$ cat src/rtl/gpr_scoreboard.sv
// gpr_scoreboard: ID-stage register file with a pending-write scoreboard.
//  Two combinational read ports with optional write-to-read bypass, one
//  write-back port, and a saturating per-register count of issued but not yet
//  written-back destinations that drives operand hazards and issue back-pressure.
// Ports:
//  clk, rst               clock, synchronous active-high reset
//  rs1, rs2               read selects
//  rData1, rData2         read data (combinational)
//  we, ws, wData          write-back enable / select / data
//  iss_valid, iss_rd      destination issue request
//  iss_ready              issue accepted when iss_valid && iss_ready (comb)
//  hazard1, hazard2       operand still waiting on an outstanding write (comb)
//  pend_any               any register has an outstanding write (comb)
//  err_unf                sticky: write-back to a register with nothing pending
module gpr_scoreboard #(
  parameter int unsigned DATA_W   = 32,
  parameter int unsigned ADDR_W   = 5,
  parameter int unsigned ZERO_REG = 1,
  parameter int unsigned BYPASS   = 1,
  parameter int unsigned CNT_W    = 2
) (
  input  logic              clk,
  input  logic              rst,
  input  logic [ADDR_W-1:0] rs1,
  input  logic [ADDR_W-1:0] rs2,
  output logic [DATA_W-1:0] rData1,
  output logic [DATA_W-1:0] rData2,
  input  logic              we,
  input  logic [ADDR_W-1:0] ws,
  input  logic [DATA_W-1:0] wData,
  input  logic              iss_valid,
  input  logic [ADDR_W-1:0] iss_rd,
  output logic              iss_ready,
  output logic              hazard1,
  output logic              hazard2,
  output logic              pend_any,
  output logic              err_unf
);

  localparam int unsigned    NREG    = 1 << ADDR_W;
  localparam bit             ZR      = (ZERO_REG != 0);
  localparam bit             BP      = (BYPASS != 0);
  localparam logic [CNT_W-1:0] CNT_MAX = '1;
  localparam logic [CNT_W-1:0] CNT_ONE = CNT_W'(1);

  logic [DATA_W-1:0] regs [NREG];
  logic [CNT_W-1:0]  cnt  [NREG];

  logic rs1_zero, rs2_zero, ws_zero, rd_zero;
  logic fwd1, fwd2;
  logic issue_acc, wb_cnt, same_reg;

  // Register 0 is hardwired only when ZERO_REG is set
  assign rs1_zero = ZR && (rs1 == ADDR_W'(0));
  assign rs2_zero = ZR && (rs2 == ADDR_W'(0));
  assign ws_zero  = ZR && (ws == ADDR_W'(0));
  assign rd_zero  = ZR && (iss_rd == ADDR_W'(0));

  // Read ports with same-cycle write forwarding
  assign fwd1   = BP && we && (ws == rs1) && !rs1_zero;
  assign fwd2   = BP && we && (ws == rs2) && !rs2_zero;
  assign rData1 = rs1_zero ? '0 : (fwd1 ? wData : regs[rs1]);
  assign rData2 = rs2_zero ? '0 : (fwd2 ? wData : regs[rs2]);

  // A saturated destination can still issue if its write-back frees a slot now
  assign iss_ready = !iss_valid || (cnt[iss_rd] != CNT_MAX) ||
                     (we && (ws == iss_rd)) || rd_zero;

  // Last outstanding write arriving this cycle is forwarded, so no stall
  assign hazard1 = !rs1_zero && (cnt[rs1] != '0) && !(fwd1 && (cnt[rs1] == CNT_ONE));
  assign hazard2 = !rs2_zero && (cnt[rs2] != '0) && !(fwd2 && (cnt[rs2] == CNT_ONE));

  // OR of all pending counters
  always_comb begin
    pend_any = 1'b0;
    for (int r = 0; r < NREG; r++) begin
      if (cnt[r] != '0) pend_any = 1'b1;
    end
  end

  assign issue_acc = iss_valid && iss_ready && !rd_zero;
  assign wb_cnt    = we && !ws_zero;
  assign same_reg  = issue_acc && wb_cnt && (ws == iss_rd);

  // Register file, counters and sticky underflow flag
  always_ff @(posedge clk) begin
    if (rst) begin
      for (int r = 0; r < NREG; r++) begin
        regs[r] <= '0;
        cnt[r]  <= '0;
      end
      err_unf <= 1'b0;
    end else begin
      if (we && !ws_zero) regs[ws] <= wData;
      if (issue_acc && !same_reg) cnt[iss_rd] <= cnt[iss_rd] + CNT_ONE;
      if (wb_cnt && !same_reg && (cnt[ws] != '0)) cnt[ws] <= cnt[ws] - CNT_ONE;
      if (wb_cnt && (cnt[ws] == '0)) err_unf <= 1'b1;
    end
  end

endmodule
$ cat config.mk
export PLATFORM = sky130hd
export DESIGN_NAME = gpr_scoreboard
export DESIGN_NICKNAME = d
export VERILOG_FILES = /design/src/rtl/gpr_scoreboard.sv
export SDC_FILE = /design/constraint.sdc
export NUM_CORES = 2
export LEC_CHECK = 0
export CORE_MARGIN = 1
export CORE_UTILIZATION = 40
export CTS_CLUSTER_SIZE = 25
export DETAILED_ROUTE_END_ITERATION = 10
export HOLD_SLACK_MARGIN = 0.12
export PLACE_DENSITY = 0.59
export SLEW_MARGIN = 0
export SYNTH_ARGS = -nofsm -noshare
export SYNTH_HDL_FRONTEND = slang
export SYNTH_SLANG_ARGS = --single-unit
export TNS_END_PERCENT = 30
$ cat constraint.sdc
create_clock -name clk -period 6.25 [get_ports clk]
set_input_delay 1.25 -clock clk [delete_from_list [all_inputs] [get_ports clk]]
set_output_delay 1.25 -clock clk [all_outputs]
set_load 0.02 [all_outputs]
Word-level counts from Yosys, hierarchy flattened

Memories as Yosys holds them, arrays and structs flattened.
Index checks and enable logic that the tools add are counted.
Widths: inputs -> output; s select.

Output and inout bits: 69
Memory bits (writable): 1,088
Memories kept: 2
Register bits after elaboration: 1

Memory list:

| memory | words | bits a word | read ports | clocked after Yosys merged registers in | write ports | RTL line | RTL |
|---|---|---|---|---|---|---|---|
| regs   | 32    | 32          | 2          | 0                                       | 32          | 46       | `logic [DATA_W-1:0] regs [NREG];` |
| cnt    | 32    | 2           | 36         | 0                                       | 32          | 47       | `logic [CNT_W-1:0] cnt [NREG];` |

Reduce and logical (&&, ||, !) cells: 74
Add/sub/neg operators: 2
Eq/ne operators: 6
Mux-type cells: 56

Operators by type and width:

| operator            | count |
|---|---|
| $mux 32             | 5 |
| $reduce_bool 2->1   | 35 |
| $mux 1              | 46 |
| $reduce_or 32->1    | 1 |
| $logic_and 1x1->1   | 20 |
| $logic_not 5->1     | 4 |
| $eq 5x5->1          | 3 |
| $mux 5              | 3 |
| $logic_not 1->1     | 8 |
| $eq 2x1->1 const B  | 2 |
| $mux 2              | 2 |
| $reduce_or 2->1     | 2 |
| $logic_or 1x1->1    | 3 |
| $add 2x1->2 const B | 1 |
| $logic_not 2->1     | 1 |
| $ne 2x2->1 const B  | 1 |
| $sub 2x1->2 const B | 1 |

Depth between registers and ports, before layout

Depth in word-level cells: 33
Mapped depth: 14

Worst setup path after synthesis

OpenSTA, ideal clock, no wires.

Path kind: input port to flip-flop
Start point: input ws[3]
End point: memory regs[10][0] (enable)
Stages: 5
Required time: 5,784 ps
Arrival time: 4,615 ps
Path buffers: 3
Setup slack: 1,169 ps
Cells stage by stage: buf_2 > clkbuf_1 > or3b_2 > clkbuf_1 > o21ai_0

RTL lines:

| item               | RTL line | RTL |
|---|---|---|
| start: declaration | 29       | `input logic [ADDR_W-1:0] ws,` |
| end: declaration   | 46       |  |

Worst setup path after layout

Start point: input rs2[0]
End point: output rData2[16]

Word-level cells in the longest chain between the ends: 5
Elaborated cells on any way between the ends: 8
Classes of those cells: eq/ne (1); mux (2); reduce/logical (4); memory (1)

Ends and longest elaborated chain:

| item                                                  | RTL line | RTL |
|---|---|---|
| start: declaration                                    | 25       | `input logic [ADDR_W-1:0] rs2,` |
| branches (longest 4 deep; another with $mem_v2 32x32) | n/a      |  |
| $mux 32 (*)                                           | 63       | `assign rData2 = rs2_zero ? '0 : (fwd2 ? wData : regs[rs2]);` |
| end: declaration                                      | 27       | `output logic [DATA_W-1:0] rData2,` |

Mark *: on every way between the ends.

==> results.md <==
- Pin count of the biggest net entering global routing: 75
- Gr usage total: 32.3%
- Cell area after synthesis: a little over 60000 µm²
- Critical path buffers and inverters: 4
- Post-synth EDFFs: 1088
- Post-synth ARST share: 0%
- Vias in the first global route: around 44000
- Layout cells sized above 1: 19.2%
- IO Pins: ~130
- Clock Latency Late Sink: around 0.75 ns
- Crit share post-route: 97.3%
- Placed cells: about 6600
- Die ar.: 155000 µm²
- Clock sinks: roughly 1100
- Setup Viol. Count Final: 0
- Most common cell on crit path: buf_12
- Clk_skew: 0.00694 ns
- Top_reg_cell synth: edfxtp_1
- Power Density: 265 nW/µm²
- Syn Area/Cell: 13.2 µm²
- Buffers on Ports: 124
- Slowest cell on crit path: mux4_2
- CP max FO: between 40 and 50
- Worst Max-Slew Pin Slew: approximately 1.4 ns
- Routed len/inst: approximately 38 µm
- CP endpoint kind: primary output
- GRT Residual Overflow: 0
- Initial antenna violation count: 20
- Tightest Hold Check Type: reg2reg
- Clock Pin Slew Worst Setup and Hold Paths: around 0.06 ns
- Cell family with most CP delay: buffers and inverters
- Max_slew headroom: 7.44%
- Synth top area share: 53.2%
- Synth top area cells: edfxtp_1, mux4_2, mux2i_1, and2_1, a22oi_1
- Total Nets Final: between 4000 and 5000
- Yosys warns: 0
- Clock Tree Root: clkbuf_16
- Max Cap Viol: 0
- CTS buffer count: ~120
- RSZ-0062 raised after global routing: no
- Row cnt: roughly 140
- Tmin final: 6.08 ns
- Worst setup path class: in2out
- Final Max Tran Viols: 0
- Residual DRC: 0
- Via count: 46200
- Fin. Hold Viols: 0
- Synthesis-to-layout area growth: 14.1%
- Fin util: between 40% and 50%
- Sequential share of the synthesized area: between 50 and 60%
- Crit-path cells: buf_8 -> buf_12 -> buf_12 -> mux4_2 -> nor2_1 -> o21ai_0 -> a32o_1 -> clkdlybuf4s50_1
- Hold_ws: 0.508 ns
- Achievable frequency: 0.164 GHz
- Fill cells: 13400
- Final antenna-violating net count: 0
- Max incr delay on CP: 0.69 ns
- First-pass GRT wire length: 352000 µm
- Yosys cell types: 62
- Status: complete, no violations
- First drt pass iteration count: 6
- Die height: 394 µm
- 1st-iter DRT viols: roughly 8000
- Worst EP required: 5.00 ns
- Area leader, netlist: edfxtp_1
- Finished Layout Cells: 6806
- Clock buffer depth: 3
- Peak VDD IR: 0.231 mV
- H-tree depth: 3
- Post-layout power: 18600 µW
- CP Launch Type: input port
- Synthesized instance count: about 4700
- Fin Setup TNS: 0 ns
- WL final: 256000 µm
- FF+latch count, synth: 1089
- Static leakage: roughly 0.025 µW
- Commonest non-fill, non-tap cell in the layout: edfxtp_1
- CTS tree: yes
- Die width: between 300 and 400 µm
- Via density: 6.78
- Detailed Place HPWL: 154000 µm
- Final Wtd Congestion: between 0.9 and 1
- Initial Utilization: 40.3%
- Most frequent cells in the layout: edfxtp_1, and2_1, mux2i_1, mux4_2, and3_1
- Cts hold-fix bufs: 0
- Core area: 152000 µm²
- Worst EP arrival: 4.83 ns
-- flip-flops by register name, summed over array words and instances, names as in the netlist --
register  cells
err_unf       1
cnt          64
regs       1024
-- synth_stat cells, types with 3 or more instances --
master,count
edfxtp_1,1088
and2_1,748
mux2i_1,521
clkbuf_1,368
mux4_2,328
and3_1,262
a22oi_1,240
nand2_1,151
nand3_1,133
buf_2,106
o21ai_0,81
o22ai_1,68
nor2_1,66
a22o_1,39
a21oi_1,34
nand4_1,30
o211ai_1,30
o221ai_1,24
buf_1,23
a31o_2,22
and4_1,22
a221o_1,21
a41oi_1,21
buf_4,21
nor4_1,20
nor2b_1,19
mux2_2,15
nand2b_1,15
nor3_1,14
a221oi_1,13
o32ai_1,12
a211oi_1,11
or2_2,9
inv_1,8
xor2_1,8
xnor2_1,7
nand3b_1,6
a32o_1,5
or3_1,5
or3b_2,4
a31oi_1,3
nor3b_1,3
-- cells by family (layout without fill, tap and decap cells) --
kind of cell | after synthesis | count (layout) | synth area share, %
and+or+nand+nor | 1514 | 1514 | 14.4
DFF | 1089 | 1089 | 53.3
muxes | 864 | 864 | 20.8
AOI/OAI and AO/OA | 637 | 637 | 7.63
buffers and inverters | 528 | 605 | 3.59
xor gates and xnor gates | 15 | 15 | 0.214
adders and majority gates | 2 | 2 | 0.0408
other | 1 | 50 | 0.00611
-- final cells by class --
class | count | area [µm²] | area share, %
clock inverters | 78 | 709 | 1.01
clock buffers | 136 | 3020 | 4.31
well taps | 2030 | 2540 | 3.63
multi-input cells | 3066 | 27300 | 39.0
repair buffers | 382 | 3700 | 5.28
diodes | 16 | 40.0 | 0.0572
inverters | 9 | 35.0 | 0.0500
flip-flops and latches | 1089 | 32700 | 46.7
-- worst reg2reg max path, delay by kind of cell, from the launching register on --
| family | cells | cell delay, ns |
|---|---|---|
| compound gates | 4 | 0.99 |
| flops | 1 | 0.44 |
| mux | 1 | 0.38 |
| simple gates | 3 | 1.26 |
| fa+ha+maj | 1 | 0.26 |
-- report_power, final --
group          switching [µW]  internal, µW
Combinational            1820          1070
Sequential                227          8440
Clock                    3100          3930
-- worst paths after layout --
check,slack (ns),endpoint,cells after the start,from
worst max register to register,2.59,cnt[25][0],9,cnt[15][0]
worst min register to register,0.51,err_unf,2,err_unf
worst max-delay path,0.17,rData2[16],8,rs2[0]
worst min-delay path,0.51,err_unf,2,err_unf
-- routing by layer --
layer | GRT usage [%] | share of wire, % | vias up
li1 | - | - | 18100
met1 | 44.0 | 37 | 23500
met2 | 47.2 | 43 | 3779
met3 | 9.74 | 14 | 733
met4 | 15.1 | 5.4 | 8
met5 | 0 | 0.018 | -
-- what timing repair did --
item | in CTS | in global routing
setup buffers | 0 | 0
hold endpoints to repair | 0 | 0
setup endpoints to repair | 0 | 1
resized for setup | 0 | 1
-- metrics by stage --
step           setup WS, ns  cell area, µm²
5_1_grt               0.102           70000
6_report              0.168           70000
3_3_place_gp          0.176           66300
3_5_place_dp          0.212           66300
4_1_cts               0.213           70000
2_1_floorplan          1.17           61500
Power figures use the tool's default switching activity.
